## src/rtl/ultra_ranging_module.sv

```systemverilog
// Ultrasonic range-finder front end: periodic trigger, echo timing in us, conversion to mm.
// Define ULTRA_MEDIAN3_EN to pass valid results through a 3-tap median filter.
module ultra_ranging_module #(
  parameter int CLK_MHZ    = 25,
  parameter int TRIG_US    = 10,
  parameter int TIMEOUT_US = 30000,
  parameter int PERIOD_US  = 60000
) (
  input  logic        CLK,
  input  logic        RST,
  input  logic        En,
  input  logic        ECHO,
  output logic        TRIG,
  output logic [15:0] Ultra_Dat,
  output logic        Ultra_Rdy,
  output logic        Ultra_Err
);
  localparam int PSW = $clog2(CLK_MHZ) + 1;
  localparam int CW  = $clog2(TIMEOUT_US + 1);
  localparam int PRW = $clog2(PERIOD_US + TRIG_US + 2 * TIMEOUT_US + 4);
  localparam int PW  = CW + 14;
  localparam logic [13:0] MM_COEF = 14'd11239;

  typedef enum logic [2:0] {S_IDLE, S_TRIG, S_WAIT_RISE, S_MEASURE, S_CALC, S_HOLDOFF} state_t;
  state_t state, state_nxt;

  logic           echo_s1, echo_s2, echo_s3;
  logic           rise, fall, tick;
  logic [PSW-1:0] presc;
  logic [CW-1:0]  cnt;
  logic [PRW-1:0] period_cnt;
  logic           go_calc, tout_nxt;
  logic [PW-1:0]  product_p1;
  logic           tout_p1, vld_p1;

  // 11239/65536 mm per us, truncated
  function automatic logic [15:0] us_to_mm(input logic [PW-1:0] product);
    return 16'(product >> 16);
  endfunction

  always_ff @(posedge CLK or posedge RST) begin
    if (RST) {echo_s3, echo_s2, echo_s1} <= '0;
    else     {echo_s3, echo_s2, echo_s1} <= {echo_s2, echo_s1, ECHO};
  end

  assign rise = echo_s2 & ~echo_s3;
  assign fall = ~echo_s2 & echo_s3;
  assign tick = (presc == PSW'(CLK_MHZ - 1));

  always_ff @(posedge CLK or posedge RST) begin
    if (RST)                              presc <= '0;
    else if ((state == S_IDLE && En) || tick) presc <= '0;
    else                                  presc <= presc + 1'b1;
  end

  always_ff @(posedge CLK or posedge RST) begin
    if (RST) state <= S_IDLE;
    else     state <= state_nxt;
  end

  // cnt serves as TRIG width, rise timeout and echo width counter; it restarts on every state change
  always_ff @(posedge CLK or posedge RST) begin
    if (RST) begin
      cnt        <= '0;
      period_cnt <= '0;
    end else begin
      if (state_nxt != state)
        cnt <= '0;
      else if (tick && (state == S_TRIG || state == S_WAIT_RISE || (state == S_MEASURE && echo_s2)))
        cnt <= cnt + 1'b1;
      if (state_nxt == S_TRIG && state != S_TRIG)
        period_cnt <= '0;
      else if (tick && state != S_IDLE)
        period_cnt <= period_cnt + 1'b1;
    end
  end

  always_comb begin
    state_nxt = state;
    TRIG      = 1'b0;
    go_calc   = 1'b0;
    tout_nxt  = 1'b0;
    case (state)
      S_IDLE: if (En) state_nxt = S_TRIG;
      S_TRIG: begin
        TRIG = 1'b1;
        if (tick && cnt == CW'(TRIG_US - 1)) state_nxt = S_WAIT_RISE;
      end
      S_WAIT_RISE: begin
        if (rise) state_nxt = S_MEASURE;
        else if (tick && cnt == CW'(TIMEOUT_US - 1)) begin
          go_calc  = 1'b1;
          tout_nxt = 1'b1;
        end
      end
      S_MEASURE: begin
        if (cnt == CW'(TIMEOUT_US)) begin
          go_calc  = 1'b1;
          tout_nxt = 1'b1;
        end else if (fall) go_calc = 1'b1;
      end
      S_CALC: state_nxt = S_HOLDOFF;
      S_HOLDOFF: if (tick && period_cnt >= PRW'(PERIOD_US - 1)) state_nxt = En ? S_TRIG : S_IDLE;
      default: state_nxt = S_IDLE;
    endcase
    if (go_calc) state_nxt = S_CALC;
  end

  // Stage p1: multiply register
  always_ff @(posedge CLK) begin
    if (go_calc) begin
      product_p1 <= PW'(cnt) * PW'(MM_COEF);
      tout_p1    <= tout_nxt;
    end
  end

  always_ff @(posedge CLK or posedge RST) begin
    if (RST) vld_p1 <= 1'b0;
    else     vld_p1 <= go_calc;
  end

`ifdef ULTRA_MEDIAN3_EN
  logic [15:0] mm_p2, hist0, hist1;
  logic        tout_p2, vld_p2;
  logic [1:0]  hist_n;

  function automatic logic [15:0] median3(input logic [15:0] a, input logic [15:0] b,
                                          input logic [15:0] c);
    logic [15:0] lo, hi;
    lo = (a < b) ? a : b;
    hi = (a < b) ? b : a;
    if (c < lo)      return lo;
    else if (c > hi) return hi;
    else             return c;
  endfunction

  // Stage p2: converted value ahead of the median
  always_ff @(posedge CLK) begin
    if (vld_p1) begin
      mm_p2   <= us_to_mm(product_p1);
      tout_p2 <= tout_p1;
    end
    if (vld_p2 && !tout_p2) begin
      hist1 <= hist0;
      hist0 <= mm_p2;
    end
  end

  // Output stage: timeouts bypass the filter and stay out of the history
  always_ff @(posedge CLK or posedge RST) begin
    if (RST) begin
      vld_p2    <= 1'b0;
      hist_n    <= '0;
      Ultra_Rdy <= 1'b0;
      Ultra_Err <= 1'b0;
      Ultra_Dat <= '0;
    end else begin
      vld_p2    <= vld_p1;
      Ultra_Rdy <= vld_p2;
      if (vld_p2) begin
        Ultra_Err <= tout_p2;
        if (tout_p2) Ultra_Dat <= 16'hFFFF;
        else begin
          Ultra_Dat <= (hist_n == 2'd2) ? median3(mm_p2, hist0, hist1) : mm_p2;
          if (hist_n != 2'd2) hist_n <= hist_n + 1'b1;
        end
      end
    end
  end
`else
  // Output stage
  always_ff @(posedge CLK or posedge RST) begin
    if (RST) begin
      Ultra_Rdy <= 1'b0;
      Ultra_Err <= 1'b0;
      Ultra_Dat <= '0;
    end else begin
      Ultra_Rdy <= vld_p1;
      if (vld_p1) begin
        Ultra_Err <= tout_p1;
        Ultra_Dat <= tout_p1 ? 16'hFFFF : us_to_mm(product_p1);
      end
    end
  end
`endif

endmodule

```

## config.mk

```make
export PLATFORM = sky130hd
export DESIGN_NAME = ultra_ranging_module
export DESIGN_NICKNAME = d
export VERILOG_FILES = /design/src/rtl/ultra_ranging_module.sv
export SDC_FILE = /design/constraint.sdc
export NUM_CORES = 1
export LEC_CHECK = 0
export ABC_AREA = 1
export ABC_CLOCK_PERIOD_IN_PS = 12100
export CAP_MARGIN = 10
export CORE_UTILIZATION = 55
export DETAILED_ROUTE_END_ITERATION = 8
export PLACE_DENSITY = 0.8
export SYNTH_ARGS = -nofsm -noshare
export SYNTH_HDL_FRONTEND = slang
export SYNTH_SLANG_ARGS = --single-unit
```

## constraint.sdc

```tcl
create_clock -name CLK -period 12.1 [get_ports CLK]
set_input_delay 3.63 -clock CLK [delete_from_list [all_inputs] [get_ports CLK]]
set_output_delay 3.63 -clock CLK [all_outputs]
set_load 0.02 [all_outputs]
```

# After elaboration in Yosys (flattened, before gate mapping)
# Cells that the tools add are included.
# W data, S select, Z words.
# totals
regBits	93
input_bits	4
out_inout_bits	19
wordCells	70
# op_classes
add_sub_neg	3
multipliers	1
magnitude_cmp	1
n_eq_ne	12
n_mux	21
bitwise_logic	4
n_reduce_logical	15
# op_table
operator	n
$mux W17	2
$eq A15 B15 Y1 const B	2
$mux W15	2
$mul A15 B14 Y29 const B	1
$pmux W3 S6	1
$add A17 B1 Y17 const B	1
$ge A17 B16 Y1 const B	1
$mux W16	1
$add A15 B1 Y15 const B	1
$eq A15 B4 Y1 const B	1
$mux W3	5
$logic_and A1 B1 Y1	8
$mux W1	7
$add A6 B1 Y6 const B	1
$eq A3 B1 Y1 const B	2
$eq A3 B2 Y1 const B	2
$eq A3 B3 Y1 const B	2
$eq A6 B5 Y1 const B	1
$mux W6	1
$pmux W1 S2	2
$reduce_bool A2 Y1	2
$logic_not A3 Y1	1
$logic_or A1 B1 Y1	3
$ne A3 B1 Y1 const B	1
4 further kinds	6

# Longest topological paths before layout
# logic_depth
ltp_word	9
ltp_mapped	22
depth_no_buf	22

# Worst setup path after synthesis
# Ideal clock, no wire load.
# synth_path
kind	register -> register
startpoint	register cnt[7]
endpoint	register product_p1[23] (data pin)
arrival_time_ps	4885
required_ps	11842
path_slack_ps	6957
path_stages_with_launch	18
path_buffers	0
period_less_slack_ps	5143
cell_sequence	dfrtp_1 > fa_1 > inv_1 > fa_1 > inv_1 > fa_1 > fa_1 > fa_1 > inv_1 > fa_1 > inv_1 > ha_1 > nand2_1 > nor3b_1 > nand4_1 > nand3_1 > a21oi_1 > xnor2_1
# synth_between
elab_chain_len	1
# synth_rtl
element	line	text
start: declaration	30	logic [CW-1:0] cnt;
start signal: assignment	70	cnt <= cnt + 1'b1;
$mul A15 B14 Y29	112	product_p1 <= PW'(cnt) * PW'(MM_COEF);
end signal: assignment	112	
end: declaration	33	logic [PW-1:0] product_p1;
# Every way passes these cells.
# A chain may end at the register's enable or synchronous reset.

# Worst setup path in the final report
# Same ends and word-level chain as after synthesis.

==> impl_metrics.json <==
{
  "finalMaxSlewViolations": 0,
  "num-nets-final": 1220,
  "rsz0062_at_grt": "false",
  "r2r-end": "product_p1[23]",
  "htreeDepth": 3,
  "post-cts-setup-buffers": 0,
  "cap_viol_max_count": 0,
  "fin_tns_setup_ps": 0,
  "cts-root-buf": "clkbuf_16",
  "synth_top_area_share_pct": 21.88,
  "cts_tree": "yes",
  "syn_area_per_cell_um2": 8.746,
  "fin_skew_ps": 7.465,
  "routed_wl_mm": 18.53,
  "synthToLayoutAreaGrowth_pct": 8.366,
  "grt_pass1_wl_mm": 31.14,
  "coreArea_um2": 15150,
  "max_freq_mhz": 177.1,
  "drt-vias-per-instance": 5.322,
  "grt_start_max_net_pins": 61,
  "postRouteAntennaNets": 0,
  "period_needed_ps": 5645,
  "tightest_slew_ps": 848.7,
  "cts_buffer_depth": 2,
  "pin_count": 23,
  "port_buffers": 22,
  "slew_headroom_pct": 41.96,
  "r2r-start": "cnt[7]",
  "finalWeightedCongestion": 0.9216,
  "fp.dieH_um": 126.4,
  "cp_data_arrival_time_ps": 5740,
  "syn_nets": 1194,
  "clkSinkCount": 74,
  "cts_buffers": 9,
  "post_cts_resized": 0,
  "critPathRequiredTime_ps": 12190,
  "diodes": 0,
  "syn_inst": 973,
  "r2r_cells": 17,
  "crit_path_end": "product_p1[23]",
  "synth_area_um2": 8509,
  "grt_overflow": 0,
  "fin_util_pct": 60.88,
  "final_common_cell": "inv_1",
  "synth.yosys.seq_area_share_pct": 22.58,
  "cts.reportedPaths.clkPinSlew_ps": 60,
  "start_kind": "register",
  "ctsHoldBuffers": 0,
  "ys_warn_count": 0,
  "ir_drop_v": 0.00006563,
  "firstDrtPassIters": 5,
  "fp.dieArea_um2": 15970,
  "synth_area_leader_cell": "fa_1",
  "die_w_um": 126.4,
  "p_per_area_nw_per_um2": 88.50,
  "leakagePower_nw": 5.154,
  "outcome": "complete, no violations",
  "antenna_found_initial": 0,
  "synth_cell_types": 40,
  "most-common-layout-cells": "225 x inv_1, 138 x nand2_1, 124 x ha_1, 93 x fa_1, 83 x nor2_1",
  "hold_viol": 0,
  "dp_hpwl_mm": 15.28,
  "fp-row-count": 45,
  "crit_path_end_kind": "register",
  "ys_seq_elements": 74,
  "critical_path_class": "reg2reg",
  "grt_util_all_layers_pct": 25.25,
  "route.detailed.drc": 0,
  "hold_path_class": "reg2reg",
  "routedWlPerCell_um": 15.55,
  "period_share_pct": 46.66,
  "hp-start": "echo_s1",
  "cp-startpoint": "cnt[7]",
  "vias": 6344,
  "start_util_pct": 56.18,
  "clk_latency_ps": 350,
  "setup_viol": 0,
  "layout-drive-gt1-share_pct": 5.279,
  "ff2ff_setup_slack_ps": 6450,
  "drtIter0Drc": 450,
  "grt_pass1_vias": 6339,
  "cp_max_fo": 10,
  "yosys-top-cells-area": "fa_1 22%, ha_1 18%, dfrtp_1 18%"
}
logic make-up (layout without fill, tap and decap cells):
logic type               Yosys count  after routing  share of synthesized area [%]
AND/OR/NAND/NOR                  321            321                          17.14
buffers and inverters            240            271                          10.94
adder cells (fa/ha/maj)          217            217                          40.11
AO/OA/AOI/OAI                     82             82                          5.190
flip-flops                        74             74                          22.58
XOR/XNOR                          38             38                          3.911
multiplexers                       1              1                         0.1176
power by group:
| group | total, mW | internal (mW) | switching, mW | leakage (nW) |
|---|---|---|---|---|
| registers | 0.290 | 0.268 | 0.0216 | 0.974 |
| clock network | 0.279 | 0.165 | 0.114 | 0.149 |
| logic | 0.248 | 0.0935 | 0.154 | 4.03 |
| total | 0.816 | 0.526 | 0.290 | 5.15 |
worst min-delay path by stage:
| stage | end | slack [ps] | depth (start not counted) |
|---|---|---|---|
| after detailed placement | echo_s2 | 340 | 0 |
| after CTS | echo_s2 | 350 | 0 |
| after global routing | echo_s2 | 370 | 0 |
| after floorplan | echo_s2 | 330 | 0 |
| after global placement | echo_s2 | 340 | 0 |
| final | echo_s2 | 360 | 0 |
critical path, stage by stage, from the launching register on:
cell	delay [ps]
dfrtp_1	570
fa_1	600
inv_1	60
fa_1	510
inv_1	50
fa_1	460
fa_1	520
fa_1	550
inv_1	50
fa_1	500
inv_1	40
ha_1	340
nand2_1	120
nor3b_1	430
nand4_1	170
nand3_1	180
a21oi_1	90
xnor2_1	140
cells in the mapped netlist:
| library cell | instances |
|---|---|
| inv_1 | 226 |
| nand2_1 | 138 |
| ha_1 | 124 |
| fa_1 | 93 |
| nor2_1 | 83 |
| dfrtp_1 | 60 |
| o21ai_0 | 37 |
| nand3_1 | 35 |
| a21oi_1 | 31 |
| xor2_1 | 31 |
| edfxtp_1 | 14 |
| nand4_1 | 14 |
| nor3_1 | 14 |
| nor2_2 | 13 |
| xnor2_1 | 7 |
| inv_2 | 6 |
| nand2_2 | 6 |
| nor2_4 | 5 |
| nor4_1 | 4 |
| a21o_1 | 3 |
| buf_4 | 3 |
| nand3_2 | 3 |
| a211oi_1 | 2 |
| clkbuf_1 | 2 |
| nor3b_1 | 2 |
| o21a_1 | 2 |
| o31ai_1 | 2 |
| a2111oi_0 | 1 |
| a31oi_1 | 1 |
| buf_1 | 1 |
| buf_6 | 1 |
| buf_8 | 1 |
| mux2i_1 | 1 |
| nand3b_1 | 1 |
| nand4_2 | 1 |
| nand4_4 | 1 |
| nor3_2 | 1 |
| o21ai_1 | 1 |
| o21bai_1 | 1 |
| o22ai_1 | 1 |
final cells by class:
cell class                 instances  area, µm²
sequential                        74       1922
inverter                         232      870.8
multi-input combinational        659       5657
clock inverter                     4      30.03
clock buffer                      12      279.0
timing repair buffer              23      227.7
fill                            1264       5924
tap                              188      235.2
layer usage:
metal | GRT usage [%] | part of all wire, % | vias to the layer above
li1 | - | - | 3072
met1 | 33.78 | 44 | 3093
met2 | 42.83 | 49 | 155
met3 | 4.091 | 5.0 | 24
met4 | 6.520 | 1.7 | 0
met5 | 0 | 0 | -
state kept, by name, indices dropped and copies added, names as in the netlist, 3 cells and up:
| signal | flops |
|---|---|
| presc | 6 |
| period_cnt | 17 |
| Ultra_Dat | 14 |
| cnt | 15 |
| state | 3 |
| product_p1 | 13 |
metrics by stage:
stage	total power [mW]	hold WS [ps]	instance area, µm²	worst slack [ps]	instances
2_1_floorplan	0.4774	331.2	8509	6957	973
3_3_place_gp	0.5355	338.2	8912	6724	1176
3_5_place_dp	0.5454	341.8	8912	6543	1176
4_1_cts	0.8227	355.0	9221	6503	1192
5_1_grt	0.8728	368.3	9221	6217	1192
6_report	0.8161	355.8	9221	6455	1192
No activity file was read; power rests on OpenSTA's default activity.
